==> src/rtl/if_debug_ctrl.sv <==
// if_debug_ctrl: bring-up sequencer for the instruction-fetch stage.
// Assembles instructions from UART bytes into instruction memory, then runs
// the core continuously or one cycle per 'N', and reports the PC over UART.
module if_debug_ctrl #(
    parameter int                 NB_DATA     = 32,
    parameter int                 N_BITS_DATA = 8,
    parameter logic [NB_DATA-1:0] HALT_INSTR  = 32'hFC000000,
    parameter int                 ADDRWIDTH   = 8
) (
    input  logic                   clock_i,
    input  logic                   reset_i,
    input  logic                   locked_i,
    input  logic [N_BITS_DATA-1:0] rx_data_i,
    input  logic                   rx_done_i,
    input  logic                   tx_done_i,
    input  logic                   halt_i,
    input  logic [ADDRWIDTH-1:0]   pc_i,
    output logic                   en_write_o,
    output logic [ADDRWIDTH-1:0]   wr_addr_o,
    output logic [NB_DATA-1:0]     instruction_o,
    output logic                   debug_unit_o,
    output logic                   en_read_o,
    output logic                   enable_o,
    output logic                   tx_start_o,
    output logic [N_BITS_DATA-1:0] tx_data_o,
    output logic                   done_o
);

    localparam int NB_BYTES = NB_DATA / N_BITS_DATA;
    localparam int CNT_W    = $clog2(NB_BYTES);
    localparam logic [CNT_W-1:0]       LAST_BYTE = CNT_W'(NB_BYTES - 1);
    localparam logic [N_BITS_DATA-1:0] CMD_LOAD  = N_BITS_DATA'(8'h4C);
    localparam logic [N_BITS_DATA-1:0] CMD_RUN   = N_BITS_DATA'(8'h43);
    localparam logic [N_BITS_DATA-1:0] CMD_STEP  = N_BITS_DATA'(8'h53);
    localparam logic [N_BITS_DATA-1:0] CMD_NEXT  = N_BITS_DATA'(8'h4E);

    typedef enum logic [2:0] {
        ST_IDLE,
        ST_LOAD,
        ST_WRITE,
        ST_RUN,
        ST_STEP_WAIT,
        ST_STEP_EXEC,
        ST_TX_START,
        ST_TX_WAIT
    } state_t;

    state_t                 r_state;
    state_t                 w_next;
    logic [NB_DATA-1:0]     r_word;
    logic [CNT_W-1:0]       r_byte_cnt;
    logic [ADDRWIDTH-1:0]   r_addr;
    logic [ADDRWIDTH-1:0]   r_pc;
    logic                   r_halt_seen;
    logic                   r_from_step;
    logic [CNT_W-1:0]       r_tx_idx;
    logic                   r_done;

    logic                   w_cmd_load;
    logic                   w_byte_take;
    logic                   w_write;
    logic                   w_capture;
    logic                   w_capture_step;
    logic                   w_tx_adv;
    logic                   w_report_done;
    logic [ADDRWIDTH-1:0]   w_addr_next;
    logic [NB_DATA-1:0]     w_pc_ext;
    logic [NB_DATA-1:0]     w_tx_shift;

    assign w_addr_next = r_addr + ADDRWIDTH'(4);
    assign w_pc_ext    = NB_DATA'(r_pc);
    assign w_tx_shift  = w_pc_ext << (N_BITS_DATA * int'(r_tx_idx));

    // State register; the whole controller freezes while the clock is unlocked
    always_ff @(posedge clock_i or posedge reset_i) begin
        if (reset_i) begin
            r_state <= ST_IDLE;
        end else if (locked_i) begin
            r_state <= w_next;
        end
    end

    // Next-state decode plus one-cycle strobes that drive the datapath
    always_comb begin
        w_next         = r_state;
        w_cmd_load     = 1'b0;
        w_byte_take    = 1'b0;
        w_write        = 1'b0;
        w_capture      = 1'b0;
        w_capture_step = 1'b0;
        w_tx_adv       = 1'b0;
        w_report_done  = 1'b0;
        case (r_state)
            ST_IDLE, ST_STEP_WAIT: begin
                if (rx_done_i) begin
                    case (rx_data_i)
                        CMD_LOAD: begin
                            w_next     = ST_LOAD;
                            w_cmd_load = 1'b1;
                        end
                        CMD_RUN: begin
                            // a halt already present at entry is honoured at once
                            if (halt_i) begin
                                w_next    = ST_TX_START;
                                w_capture = 1'b1;
                            end else begin
                                w_next = ST_RUN;
                            end
                        end
                        CMD_STEP: w_next = ST_STEP_WAIT;
                        CMD_NEXT: begin
                            if (r_state == ST_STEP_WAIT) begin
                                w_next = ST_STEP_EXEC;
                            end
                        end
                        default: ;
                    endcase
                end
            end
            ST_LOAD: begin
                if (rx_done_i) begin
                    w_byte_take = 1'b1;
                    if (r_byte_cnt == LAST_BYTE) begin
                        w_next = ST_WRITE;
                    end
                end
            end
            ST_WRITE: begin
                w_write = 1'b1;
                // stop on the halt word or when the address space is full
                if ((r_word == HALT_INSTR) || (w_addr_next == '0)) begin
                    w_next = ST_IDLE;
                end else begin
                    w_next = ST_LOAD;
                end
            end
            ST_RUN: begin
                if (halt_i) begin
                    w_next    = ST_TX_START;
                    w_capture = 1'b1;
                end
            end
            ST_STEP_EXEC: begin
                w_next         = ST_TX_START;
                w_capture      = 1'b1;
                w_capture_step = 1'b1;
            end
            ST_TX_START: w_next = ST_TX_WAIT;
            ST_TX_WAIT: begin
                if (tx_done_i) begin
                    if (r_tx_idx == LAST_BYTE) begin
                        if (r_from_step && !r_halt_seen) begin
                            w_next = ST_STEP_WAIT;
                        end else begin
                            w_next        = ST_IDLE;
                            w_report_done = 1'b1;
                        end
                    end else begin
                        w_next   = ST_TX_START;
                        w_tx_adv = 1'b1;
                    end
                end
            end
            default: w_next = ST_IDLE;
        endcase
    end

    // Datapath: word assembly, write address, captured PC and report progress
    always_ff @(posedge clock_i or posedge reset_i) begin
        if (reset_i) begin
            r_word      <= '0;
            r_byte_cnt  <= '0;
            r_addr      <= '0;
            r_pc        <= '0;
            r_halt_seen <= 1'b0;
            r_from_step <= 1'b0;
            r_tx_idx    <= '0;
            r_done      <= 1'b0;
        end else if (locked_i) begin
            if (w_cmd_load) begin
                r_addr     <= '0;
                r_byte_cnt <= '0;
                r_done     <= 1'b0;
            end
            if (w_byte_take) begin
                // MSB-first arrival: shifting left lands byte k in its slot
                r_word     <= {r_word[NB_DATA-N_BITS_DATA-1:0], rx_data_i};
                r_byte_cnt <= r_byte_cnt + CNT_W'(1);
            end
            if (w_write) begin
                r_addr     <= w_addr_next;
                r_byte_cnt <= '0;
            end
            if (w_capture) begin
                r_pc        <= pc_i;
                r_halt_seen <= halt_i;
                r_from_step <= w_capture_step;
                r_tx_idx    <= '0;
            end
            if (w_tx_adv) begin
                r_tx_idx <= r_tx_idx + CNT_W'(1);
            end
            if (w_report_done) begin
                r_done <= 1'b1;
            end
        end
    end

    // Strobes are gated by locked_i so nothing fires while the clock settles
    always_comb begin
        enable_o     = locked_i && ((r_state == ST_RUN) || (r_state == ST_STEP_EXEC));
        en_write_o   = locked_i && (r_state == ST_WRITE);
        tx_start_o   = locked_i && (r_state == ST_TX_START);
        en_read_o    = (r_state == ST_RUN) || (r_state == ST_STEP_WAIT) ||
                       (r_state == ST_STEP_EXEC);
        debug_unit_o = (r_state == ST_IDLE) || (r_state == ST_LOAD) ||
                       (r_state == ST_WRITE);
    end

    assign wr_addr_o     = r_addr;
    assign instruction_o = r_word;
    assign tx_data_o     = w_tx_shift[NB_DATA-1 -: N_BITS_DATA];
    assign done_o        = r_done;

endmodule

==> config.mk <==
export PLATFORM = sky130hd
export DESIGN_NAME = if_debug_ctrl
export DESIGN_NICKNAME = d
export VERILOG_FILES = /design/src/rtl/if_debug_ctrl.sv
export SDC_FILE = /design/constraint.sdc
export NUM_CORES = 1
export LEC_CHECK = 0
export CORE_MARGIN = 2
export CORE_UTILIZATION = 37
export DETAILED_ROUTE_END_ITERATION = 12
export PLACE_DENSITY = 0.67
export REMOVE_ABC_BUFFERS = 1
export SYNTH_ARGS = -nofsm -noshare
export SYNTH_HDL_FRONTEND = slang
export SYNTH_SLANG_ARGS = --single-unit
==> constraint.sdc <==
create_clock -name clock_i -period 1.7 [get_ports clock_i]
set_input_delay 0.255 -clock clock_i [delete_from_list [all_inputs] [get_ports clock_i]]
set_output_delay 0.255 -clock clock_i [all_outputs]
set_load 0.03 [all_outputs]
Word level (Yosys, flattened, before mapping)
Cells that the tools add are included.
{"block": "totals", "ff_bits": 58, "input_bits": 22, "out_inout_bits": 54}
{"block": "classes", "n_addsub": 3, "n_eq_ne": 21, "n_shift": 1, "muxes": 39, "n_reduce_logical": 25}
{"operator": "$eq A32 B32 Y1 const B", "n": 1}
{"operator": "$eq A8 B7 Y1 const B", "n": 4}
{"operator": "$shl A8 B5 Y32", "n": 1}
{"operator": "$mux W3", "n": 9}
{"operator": "$pmux W3 S7", "n": 1}
{"operator": "$mux W1", "n": 20}
{"operator": "$mux W8", "n": 2}
{"operator": "$eq A3 B3 Y1 const B", "n": 4}
{"operator": "$pmux W3 S4", "n": 1}
{"operator": "$reduce_and A2 Y1", "n": 6}
{"operator": "$mux W2", "n": 5}
{"operator": "$ne A2 B2 Y1 const B", "n": 5}
{"operator": "$add A8 B3 Y8 const B", "n": 1}
{"operator": "$logic_not A8 Y1", "n": 1}
{"operator": "$reduce_and A8 Y1", "n": 1}
{"operator": "$eq A3 B2 Y1 const B", "n": 2}
{"operator": "$logic_or A1 B1 Y1", "n": 6}
{"operator": "$reduce_bool A2 Y1", "n": 3}
{"operator": "$ne A5 B1 Y1 const B", "n": 1}
{"operator": "$add A2 B1 Y2 const B", "n": 2}
{"operator": "$eq A2 B2 Y1 const B", "n": 2}
{"operator": "$logic_and A1 B1 Y1", "n": 4}
{"operator": "$eq A3 B1 Y1 const B", "n": 1}
{"operator": "$logic_not A3 Y1", "n": 1}
{"operator": "other kinds (5)", "n": 5}

Logic depth before layout (Yosys ltp)
{"block": "depth", "ltp_word": 8, "ltp_mapped": 7, "depth_no_buf": 6}

Least setup slack after synthesis
Ideal clock, no wire load.
{"block": "synth_timing", "path_type": "flip-flop to output port", "startpoint": "reg r_state[2]", "endpoint": "out en_read_o", "arrival_ns": 1.479, "required_ns": 1.445, "setup_slack_ns": -0.034, "path_stages_with_launch": 4, "n_path_buf": 1, "path_cell_list": "dfrtp_1 > clkbuf_1 > nand2b_1 > o21ai_0"}
{"block": "synth_via", "elab_chain_len": 3}
{"item": "start: declaration", "line": "48", "source": "state_t r_state;"}
{"item": "start signal: assignment", "line": "79", "source": "r_state <= w_next;"}
{"item": "$eq A3 B2 Y1 or $eq A3 B3 Y1 (tied branches)", "line": "214", "source": "en_read_o = (r_state == ST_RUN) || (r_state == ST_STEP_WAIT) ||"}
{"item": "$logic_or A1 B1 Y1", "line": "214"}
{"item": "$logic_or A1 B1 Y1 *", "line": "214"}
{"item": "end: declaration", "line": "22", "source": "output logic en_read_o,"}
Mark *: on every way between the ends. The rest lies on a longest branch, timed or not.

Final worst setup path
{"block": "layout_timing", "startpoint": "reg r_word[9] (netlist: instruction_o[9])", "endpoint": "out instruction_o[9]"}
{"item": "start: declaration", "line": "50", "source": "logic [NB_DATA-1:0] r_word;"}
{"item": "start signal: assignment", "line": "187", "source": "r_word <= {r_word[NB_DATA-N_BITS_DATA-1:0], rx_data_i};"}
{"item": "end: declaration", "line": "20", "source": "output logic [NB_DATA-1:0] instruction_o,"}
No word-level cell between the ends.

==> flow_summary.toml <==
[run_status]
outcome = "finished clean"

[pwr]
p_int_mw = 4.141
p_leak_nw = 2.085
netSwitchingFraction_pct = 42.17
power_frac_seq_pct = 35.2
ir_worst_vdd_mv = 0.7565
p_per_area_nw_per_um2 = 1728
pwr-share-comb_pct = 53.9
clkPwrFrac_pct = 10.8
power.switching_mw = 3.020

[synthesis]
yosys.area.top_type = "dfrtp_1"
synth_top_area_share_pct = 50.31
yosys-top-cells-area = "dfrtp_1, mux2_2, o21ai_0"
synth_cell_types = 51
yosysWarnings = 0
syn_inst = 236
async_flop_share_pct = 100.0
synth_ff_type = "dfrtp_1"
syn_area_um2 = 2785
syn_area_per_cell_um2 = 11.80
ys_seq_area_share_pct = 50.31
synth_seq_cells = 56
synth_edf_count = 0

[routing]
routed-via-count = 2272
drtIter0Drc = 88
drt-vias-per-instance = 5.038
ant_nets = 0
dr.pass1.iters = 4
wl_per_cell_um = 15.48
drt-total-wl_um = 6981
route.detailed.drc = 0

[sta]
max_freq_mhz = 596.3
slew_violations = 0
finalHoldViolations = 0
worst_clock_skew_ns = 0.01713
setup_violations = 0
rsz0062_at_grt = "true"
final.setup.tns_ns = 0
post-route-period-util_pct = 98.65
period_minus_slack_ns = 1.677

[global_route]
grt_pass1_vias = 2185
gr-usage-all-layers_pct = 16.77
grt_overflow = 0
antenna_found_initial = 0
grt_pass1_wl_um = 11180
grt_max_degree = 57

[setup_path]
cp_cell_sequence = "clkdlybuf4s50_1"
end_kind = "output port"
worst-r2r-setup-slack_ns = 0.06
start_kind = "flop"
critical_path_buf_inv_count = 1
reg2reg_depth = 6
worstSetupPathType = "reg -> out"
crit_fanout = 4
path_depth = 1
cp.required_ns = 1.44
r2r-start = "r_state[2]"
slowest_stage = "clkdlybuf4s50_1"
endpoint = "instruction_o[9]"
max_stage_delay_ns = 0.69
cp-startpoint = "instruction_o[9]"
crit_family = "buffers and inverters"
regToRegEndpoint = "r_pc[1]"
critical_path_arrival_ns = 1.42

[clock_tree]
cts_root_buf = "clkbuf_8"
cts_made_buffers = 5
clk_pin_slew_ns = 0.12
cts_tree = "built"
insertion_delay_ns = 0.32
htree_levels = 2
clock_sinks = 56
clock_path_buffers = 2

[die]
chipHeight_um = 90.76
initial_core_util_pct = 38.40
pin_count = 76
die_w_um = 90.76
std_cell_rows = 31
die_area_um2 = 8237
core_um2 = 7253

[worst_hold_path]
min_path_type = "in -> async"

[finish]
nNetsFinal = 376
layout.area.seq_um2 = 1408
diodes = 0
nFillCells = 655
multiInputGateArea_um2 = 1350
area_growth_pct = 48.83
fin_util_pct = 57.15
drive_above_1_share_pct = 35.80

[place]
gp_congestion = 0.8403
dp_hpwl_um = 5072
port_buffers = 73

[flow_run]
cap_violations = 0
per-stage QoR:
step / hold WS, ns / setup WS [ns] / area, µm² / std cells / total power, mW
2_1_floorplan: 0.4035 / -0.2844 / 2720 / 227 / 4.542
3_3_place_gp: 0.4623 / -0.3442 / 3860 / 432 / 6.145
3_5_place_dp: 0.4661 / -0.3648 / 3860 / 432 / 6.224
4_1_cts: 0.3198 / -0.03133 / 3979 / 443 / 7.033
5_1_grt: 0.3136 / -0.04776 / 4145 / 451 / 7.578
6_report: 0.2956 / 0.02299 / 4145 / 451 / 7.161
flip-flops by register name (all words and copies together), names as in the netlist:
register and flops:
done_o 1, instruction_o 32, r_byte_cnt 2, r_from_step 1, r_halt_seen 1, r_pc 8
r_state 3, r_tx_idx 2, wr_addr_o 6
synth_stat cells (all sizes together) (5+ instances only):
master,number
and3,13
inv,7
nor4,6
buf,9
nand4,5
nand2,17
mux2,41
a21oi,6
o21ai,19
nor2,6
dfrtp,56
nand3,5
cell usage in the layout, fill, tap and decap left out, types with 3 or more instances in the layout:
master,synthesis,layout
a21oi_1,5,4
and2_1,3,3
and3_1,12,12
buf_12,0,4
buf_4,3,40
buf_6,2,5
clkbuf_8,0,5
clkdlybuf4s50_1,0,33
dfrtp_1,56,51
dfrtp_2,0,5
dlygate4sd2_1,0,17
dlymetal6s2s_1,0,18
ha_1,3,3
inv_1,7,4
inv_2,0,3
mux2_2,35,35
mux2_4,6,6
nand2_1,17,17
nand3_1,5,5
nand4_1,4,4
nor2_1,6,5
nor3_1,3,3
nor4_1,6,6
o21ai_0,18,13
o21ai_1,0,4
o31ai_1,3,3
per-layer routing:
| layer | share of wire, % | global-route usage, % | vias up |
|---|---|---|---|
| met3 | 4.0 | 2.755 | 5 |
| li1 | - | - | 1106 |
| met2 | 48 | 26.31 | 45 |
| met4 | 1.0 | 4.231 | 0 |
| met5 | 0 | 0 | - |
| met1 | 47 | 24.17 | 1116 |
power by group through the flow:
stage          combinational, mW  sequential (mW)  clock (mW)
6_report                    3.86             2.52       0.775
5_1_grt                     4.10             2.63       0.844
4_1_cts                     3.69             2.55       0.794
3_5_place_dp                3.65             2.57           0
3_3_place_gp                3.60             2.54           0
2_1_floorplan               1.31             3.23           0
final cells by class:
cell class	instances	area share [%]
inverter	7	0.6339
timing repair buffer	117	27.53
clock inverter	3	0.6641
clock buffer	5	1.660
multi-input combinational	164	32.57
tap	99	2.988
sequential	56	33.96
repair_timing:
action	CTS	global route
setup buffers	3	8
pin swaps	0	4
hold buffers	0	0
setup endpoints to repair	35	39
gates resized for setup	24	41
worst min path at each step:
stage,end,depth (start not counted)
after global routing,instruction_o[5],2
after global placement,r_from_step,2
after CTS,instruction_o[2],3
after floorplan,r_pc[0],1
final,instruction_o[1],3
after detailed placement,r_from_step,2
kinds of logic (layout without fill, tap and decap cells):
| logic type | after synthesis | count (layout) | synth area share (%) |
|---|---|---|---|
| AOI/OAI and AO/OA | 43 | 43 | 10.60 |
| xor gates and xnor gates | 1 | 1 | 0.3145 |
| adders and majority gates | 3 | 3 | 1.348 |
| buffers and inverters | 17 | 132 | 3.414 |
| DFF | 56 | 56 | 50.31 |
| muxes | 42 | 42 | 17.75 |
| other | 1 | 2 | 0.1346 |
| and+or+nand+nor | 73 | 73 | 16.13 |
Note: power is estimated with default switching activity, not from simulation.
